## src/rtl/dvp_pattern_tx.sv

```systemverilog
// dvp_pattern_tx
//   Emulates an OV5640-style camera's DVP output for bring-up and simulation.
//   It generates a pixel clock, VSYNC/HREF framing and an 8-bit byte stream
//   carrying RGB565 test patterns (high byte first). Data is meant to be taken
//   by the receiver on the rising PCLK edge while VSYNC & HREF are high.
//
// Parameters
//   H_ACTIVE  active pixels per line (multiple of 8)
//   H_BLANK   blank PCLK periods after the active bytes of each line
//   V_ACTIVE  active lines per frame
//   V_BLANK   blank lines ahead of each frame's active region
//
// Ports
//   CMOS_XCLK    in   block clock
//   cmos_rst_n   in   asynchronous active-low reset
//   enable       in   run request, sampled in IDLE and at frame end
//   pat_mode     in   0 bars, 1 checker (16 px), 2 horizontal ramp, 3 solid
//   pat_color    in   RGB565 colour used by solid mode
//   CMOS_PCLK    out  pixel clock, CMOS_XCLK/2
//   CMOS_VSYNC   out  high over the active region of a frame
//   CMOS_HREF    out  high during the active bytes of a line
//   CMOS_DB      out  byte data, 0 whenever HREF is low
//   frame_start  out  one-XCLK pulse on entry to the active region
//   frame_cnt    out  completed-frame counter, wraps
module dvp_pattern_tx #(
    parameter int H_ACTIVE = 640,
    parameter int H_BLANK  = 144,
    parameter int V_ACTIVE = 480,
    parameter int V_BLANK  = 8
) (
    input  logic        CMOS_XCLK,
    input  logic        cmos_rst_n,
    input  logic        enable,
    input  logic [1:0]  pat_mode,
    input  logic [15:0] pat_color,
    output logic        CMOS_PCLK,
    output logic        CMOS_VSYNC,
    output logic        CMOS_HREF,
    output logic [7:0]  CMOS_DB,
    output logic        frame_start,
    output logic [15:0] frame_cnt
);

    localparam int LINE_TICKS = 2 * H_ACTIVE + H_BLANK;
    localparam int COL_W      = $clog2(LINE_TICKS);
    localparam int V_MAX      = (V_ACTIVE > V_BLANK) ? V_ACTIVE : V_BLANK;
    localparam int LINE_W     = $clog2(V_MAX + 1);
    localparam int BAR_BYTES  = H_ACTIVE / 4;
    localparam int BCNT_W     = (BAR_BYTES > 1) ? $clog2(BAR_BYTES) : 1;

    localparam logic [COL_W-1:0]  COL_LAST  = COL_W'(LINE_TICKS - 1);
    localparam logic [COL_W-1:0]  HREF_END  = COL_W'(2 * H_ACTIVE);
    localparam logic [LINE_W-1:0] VB_LAST   = LINE_W'(V_BLANK - 1);
    localparam logic [LINE_W-1:0] VA_LAST   = LINE_W'(V_ACTIVE - 1);
    localparam logic [BCNT_W-1:0] BCNT_LAST = BCNT_W'(BAR_BYTES - 1);

    localparam logic [1:0] S_IDLE   = 2'd0;
    localparam logic [1:0] S_VBLANK = 2'd1;
    localparam logic [1:0] S_ACTIVE = 2'd2;

    logic              pclk_r;
    logic [1:0]        state_q, state_n;
    logic [COL_W-1:0]  col_q, col_n;
    logic [LINE_W-1:0] line_q, line_n;
    logic [2:0]        bar_q, bar_n;
    logic [BCNT_W-1:0] bcnt_q, bcnt_n;
    logic [1:0]        mode_q, mode_use;
    logic [15:0]       color_q, color_use;
    logic              frame_enter, frame_done;
    logic              href_n;
    logic [15:0]       x_n, y_n, pix_n;
    logic [7:0]        db_n;

    assign CMOS_PCLK = pclk_r;

    function automatic logic [15:0] pattern_pixel(
        input logic [1:0]  mode,
        input logic [15:0] color,
        input logic [2:0]  bar,
        input logic [15:0] x,
        input logic [15:0] y
    );
        logic [15:0] p;
        case (mode)
            2'd0: begin
                case (bar)
                    3'd0:    p = 16'hF800;
                    3'd1:    p = 16'h07E0;
                    3'd2:    p = 16'h001F;
                    3'd3:    p = 16'hF81F;
                    3'd4:    p = 16'hFFE0;
                    3'd5:    p = 16'h07FF;
                    3'd6:    p = 16'hFFFF;
                    default: p = 16'h0000;
                endcase
            end
            2'd1:    p = (x[4] ^ y[4]) ? 16'h0000 : 16'hFFFF;
            2'd2:    p = {x[6:2], x[6:1], x[6:2]};
            default: p = color;
        endcase
        return p;
    endfunction

    // Next-position computation: everything below describes the bus state
    // that will be presented after the coming tick.
    always_comb begin
        state_n     = state_q;
        col_n       = col_q;
        line_n      = line_q;
        frame_enter = 1'b0;
        frame_done  = 1'b0;
        case (state_q)
            S_IDLE: begin
                col_n  = '0;
                line_n = '0;
                if (enable) state_n = S_VBLANK;
            end
            S_VBLANK: begin
                if (col_q == COL_LAST) begin
                    col_n = '0;
                    if (line_q == VB_LAST) begin
                        line_n      = '0;
                        state_n     = S_ACTIVE;
                        frame_enter = 1'b1;
                    end else begin
                        line_n = line_q + LINE_W'(1);
                    end
                end else begin
                    col_n = col_q + COL_W'(1);
                end
            end
            S_ACTIVE: begin
                if (col_q == COL_LAST) begin
                    col_n = '0;
                    if (line_q == VA_LAST) begin
                        line_n     = '0;
                        frame_done = 1'b1;
                        state_n    = enable ? S_VBLANK : S_IDLE;
                    end else begin
                        line_n = line_q + LINE_W'(1);
                    end
                end else begin
                    col_n = col_q + COL_W'(1);
                end
            end
            default: begin
                state_n = S_IDLE;
                col_n   = '0;
                line_n  = '0;
            end
        endcase

        // Bar index tracks col_n/(2*H_ACTIVE/8) by counting bytes per bar.
        if (col_n == '0) begin
            bar_n  = '0;
            bcnt_n = '0;
        end else if (bcnt_q == BCNT_LAST) begin
            bar_n  = bar_q + 3'd1;
            bcnt_n = '0;
        end else begin
            bar_n  = bar_q;
            bcnt_n = bcnt_q + BCNT_W'(1);
        end

        // The first active byte is produced on the entry tick itself, before
        // the latched copy is written, so it reads the inputs directly.
        mode_use  = frame_enter ? pat_mode  : mode_q;
        color_use = frame_enter ? pat_color : color_q;

        href_n = (state_n == S_ACTIVE) && (col_n < HREF_END);
        x_n    = 16'(col_n >> 1);
        y_n    = 16'(line_n);
        pix_n  = pattern_pixel(mode_use, color_use, bar_n, x_n, y_n);
        if (!href_n)
            db_n = 8'h00;
        else if (col_n[0])
            db_n = pix_n[7:0];
        else
            db_n = pix_n[15:8];
    end

    // Registered outputs and control, advanced on falling-PCLK ticks.
    always_ff @(posedge CMOS_XCLK or negedge cmos_rst_n) begin
        if (!cmos_rst_n) begin
            pclk_r      <= 1'b0;
            state_q     <= S_IDLE;
            col_q       <= '0;
            line_q      <= '0;
            bar_q       <= '0;
            bcnt_q      <= '0;
            CMOS_VSYNC  <= 1'b0;
            CMOS_HREF   <= 1'b0;
            CMOS_DB     <= 8'h00;
            frame_start <= 1'b0;
            frame_cnt   <= 16'h0000;
        end else begin
            pclk_r      <= ~pclk_r;
            frame_start <= pclk_r & frame_enter;
            if (pclk_r) begin
                state_q    <= state_n;
                col_q      <= col_n;
                line_q     <= line_n;
                bar_q      <= bar_n;
                bcnt_q     <= bcnt_n;
                CMOS_VSYNC <= (state_n == S_ACTIVE);
                CMOS_HREF  <= href_n;
                CMOS_DB    <= db_n;
                if (frame_done) frame_cnt <= frame_cnt + 16'd1;
            end
        end
    end

    // Pattern selection held for the whole frame.
    always_ff @(posedge CMOS_XCLK) begin
        if (pclk_r && frame_enter) begin
            mode_q  <= pat_mode;
            color_q <= pat_color;
        end
    end

endmodule

```

## config.mk

```make
export PLATFORM = sky130hd
export DESIGN_NAME = dvp_pattern_tx
export DESIGN_NICKNAME = d
export VERILOG_FILES = /design/src/rtl/dvp_pattern_tx.sv
export SDC_FILE = /design/constraint.sdc
export NUM_CORES = 1
export LEC_CHECK = 0
export CORE_UTILIZATION = 25
export DETAILED_ROUTE_END_ITERATION = 8
export REMOVE_ABC_BUFFERS = 1
export SYNTH_ARGS = -nofsm -noshare
export SYNTH_HDL_FRONTEND = slang
export SYNTH_SLANG_ARGS = --single-unit
```

## constraint.sdc

```tcl
create_clock -name CMOS_XCLK -period 3.19 [get_ports CMOS_XCLK]
set_input_delay 0.638 -clock CMOS_XCLK [delete_from_list [all_inputs] [get_ports CMOS_XCLK]]
set_output_delay 0.638 -clock CMOS_XCLK [all_outputs]
set_load 0.005 [all_outputs]
```

==> summary.md <==
| Metric | Value |
|---|---|
| Run status | completed |
| Area growth syn-to-layout | 22.7% |
| Core area | 18000 sq um |
| Critical path class | register to register |
| Library cells used by synthesis | 72 |
| Worst-Skew Late Latency | approximately 0.35 ns |
| Async set-or-reset flop fraction in the synthesized netlist | 0.772 |
| M2 GR Usage | 0.219 |
| CTS Buf Count | 9 |
| Peak supply drop | 0.333 mV |
| Util after Layout | 0.315 |
| Yosys warnings | 0 |
| WL/cell | around 15 microns |
| Final hold vios | 0 |
| Main combinational cell family by area after synthesis | simple AND/OR/NAND/NOR gates |
| Final wirelength | between 10000 and 15000 microns |
| Global route overflow | 0 |
| Compound-Gate Fraction of Synth Area | 0.173 |
| DRC violations left | 0 |
| Max Fclk | around 340 MHz |
| FF-to-FF Start | col_q[0] |
| Min Tclk post-route | 2.93 ns |
| Initial Util | 0.257 |
| Initial antenna violation count | 0 |
| GRT Total Usage | 0.131 |
| Clock Sinks | between 70 and 80 |
| Gpl congestion | between 0.8 and 0.9 |
| Most frequent cell after synthesis | nand2_1 |
| Tcrit/Tclk final | 0.917 |
| # diodes | 0 |
| Post-Synth Adder-Cell Area | 0.0243 |
| Worst-path fanout max | 10 |
| Worst slack at placement | around 0.15 ns |
| Slew headroom | 0.434 |
| Post-synthesis mux area share | 0.0206 |
| Die height | about 140 microns |
| Pin count of the biggest net entering global routing | 36 |
| Cell count of the worst reg-to-reg path | 8 |
| Antenna Nets Post-Route | 0 |
| Worst reg2reg endpoint | CMOS_DB[6] |
| Total iterations of the first detailed-routing run | 4 |
| GRT Max-Usage Layer | met2 |
| Top post-synthesis cells by area | dfrtp_1 33%, edfxtp_1 12%, nand2_1 6.2% |
| Port Buffer Count | between 40 and 50 |
| Top-area cell type share of the netlist area | 0.330 |
| Cells after Synth | about 480 |
| Die area | approximately 19000 sq um |
| Vias | about 4000 |
| Worst hold path type | primary input to async pin |
| First-pass GRT wire length | between 20000 and 25000 microns |
| CP Capture Type | register |
| Static leakage power | around 2.2 nW |
| Top FF cell, synth | dfrtp_1 |
| Post-synthesis sequential area ratio | 0.447 |
| Post-Synth Simple-Gate Area | 0.256 |
| Arr. time, crit path | 3.14 ns |
| Mapped Area | about 4600 sq um |
| CP Launch Type | register |
| Htree depth | 3 |
| P per Cell Area | 481 nW/um^2 |
| Critical Path RT | about 3.4 ns |
| Max-cap violations | 0 |
| Layout cell share with drive strength beyond 1 | 0.0852 |
| Vias per inst | around 5.2 |
| Setup-failing EPs final | 0 |
| Io pins | slightly below 50 |
| Pins Over Slew Limit | 0 |
| Synth cell count leaders | 77 x nand2_1, 61 x dfrtp_1, 33 x nand3_1 |
| Clock root cell | clkbuf_16 |
| FP Rows | slightly below 50 |
| 1st-iter DRT viols | approximately 260 |
| Unrepaired setup endpoints after global routing | false |
| Synth area leader | dfrtp_1 |
| Clk pin slew, worst setup/hold paths | approximately 0.060 ns |
| Syn Area/Cell | 9.56 sq um |
| Synth Register Bits | 79 |
| Die Width | 138 microns |
| DP HPWL | roughly 8600 microns |
| Worst slew pin tran | about 0.85 ns |
| Hold WS | roughly 0.40 ns |
| Setup Skew | around 0.007 ns |
| Worst setup margin | 0.265 ns |
| Met3 Use GR | 0.0274 |
| R2R Setup Slk | roughly 0.26 ns |
| XOR/XNOR Fraction of Synth Area | 0.0473 |
| Number of synthesized flops with an enable pin | 18 |
| Vias in the first global route | 4121 |
| Nets | around 570 |
| Max clock buf depth | 2 |
| CTS tree | done |
| Met1 global-route usage | 0.163 |
sequential cells by signal, indices dropped and copies added (netlist names), 2 cells and up:
name	flops
CMOS_DB	8
color_q	16
bcnt_q	8
col_q	11
line_q	9
state_q	2
mode_q	2
bar_q	3
frame_cnt	16
worst max-delay path by stage:
| stage | from | end | slack, ns | cells after the start |
|---|---|---|---|---|
| 3_5_place_dp | col_q[0] | CMOS_DB[4] | 0.15 | 8 |
| 4_1_cts | col_q[0] | CMOS_DB[4] | 0.10 | 8 |
| 3_3_place_gp | col_q[0] | CMOS_DB[4] | 0.30 | 8 |
| 5_1_grt | col_q[0] | CMOS_DB[1] | 0.05 | 10 |
| 6_report | col_q[0] | CMOS_DB[6] | 0.26 | 8 |
| 2_1_floorplan | CMOS_PCLK | color_q[0] | -0.008 | 2 |
routing by layer:
metal	vias up	routed length, microns	share of wire
met3	13	491	0.041
li1	1916	-	-
met1	1972	5430	0.46
met5	-	0	0
met2	97	5790	0.49
met4	0	195	0.016
logic make-up (layout without fill, tap and decap cells):
logic type	after synthesis	after routing
multiplexers	8	8
AO/OA/AOI/OAI	106	106
flip-flops	79	79
XOR/XNOR	25	25
AND/OR/NAND/NOR	225	225
buffers and inverters	32	88
adder cells (fa/ha/maj)	9	9
cells in the final DEF (no fill, tap or decap), types with 4 or more instances in the layout:
cell type / count
nand2_1: 77
dfrtp_1: 61
clkdlybuf4s50_1: 47
nand3_1: 33
nor2_1: 31
o21ai_0: 24
edfxtp_1: 18
nor3_1: 16
o311ai_1: 15
xnor2_1: 15
buf_4: 13
inv_1: 10
xor2_1: 10
and3_1: 9
clkbuf_16: 9
nand4_1: 8
ha_1: 8
nor4_1: 7
a21o_1: 7
o2bb2ai_1: 7
or3_1: 6
a21oi_1: 6
o31ai_1: 6
and2_1: 5
nand2b_1: 5
mux2i_1: 5
nor2b_1: 4
o211ai_1: 4
and4_1: 4
area by class of cell:
| class | count | area (sq um) |
|---|---|---|
| clock buffer | 11 | 233 |
| clock inverter | 5 | 57.6 |
| fill | 1867 | 12300 |
| inverter | 11 | 41.3 |
| multi-input combinational | 373 | 2420 |
| sequential | 79 | 2070 |
| tap | 229 | 287 |
| timing repair buffer | 61 | 573 |
power breakdown:
part | internal [mW] | switching, mW | leakage, nW | total (mW)
clock | 0.607 | 0.427 | 0.134 | 1.03
sequential | 1.07 | 0.0716 | 1.00 | 1.14
combinational | 0.216 | 0.337 | 1.10 | 0.553
through the flow:
step           instances  area [sq um]  total power [mW]  setup TNS, ns
2_1_floorplan        463          4520              1.50         -0.140
3_3_place_gp         752          5380              1.68              0
3_5_place_dp         752          5380              1.69              0
4_1_cts              768          5670              2.75              0
5_1_grt              769          5680              2.87              0
6_report             769          5680              2.73              0
what timing repair did:
item                                    in CTS  in global routing
endpoints found under the setup margin       0                 11
gates resized for setup                      0                  1
hold buffers                                 0                  0
setup buffers                                0                  1
critical path, cell delays in order, from the launching register on:
cell      delay, ns
dfrtp_1        0.51
ha_2           0.34
nand3_1        0.20
nor4_4         0.36
and2_1         0.22
mux2i_1        0.46
a31oi_1        0.21
o311ai_1       0.33
o211ai_1       0.15
Note: power is estimated with default switching activity, not from simulation.
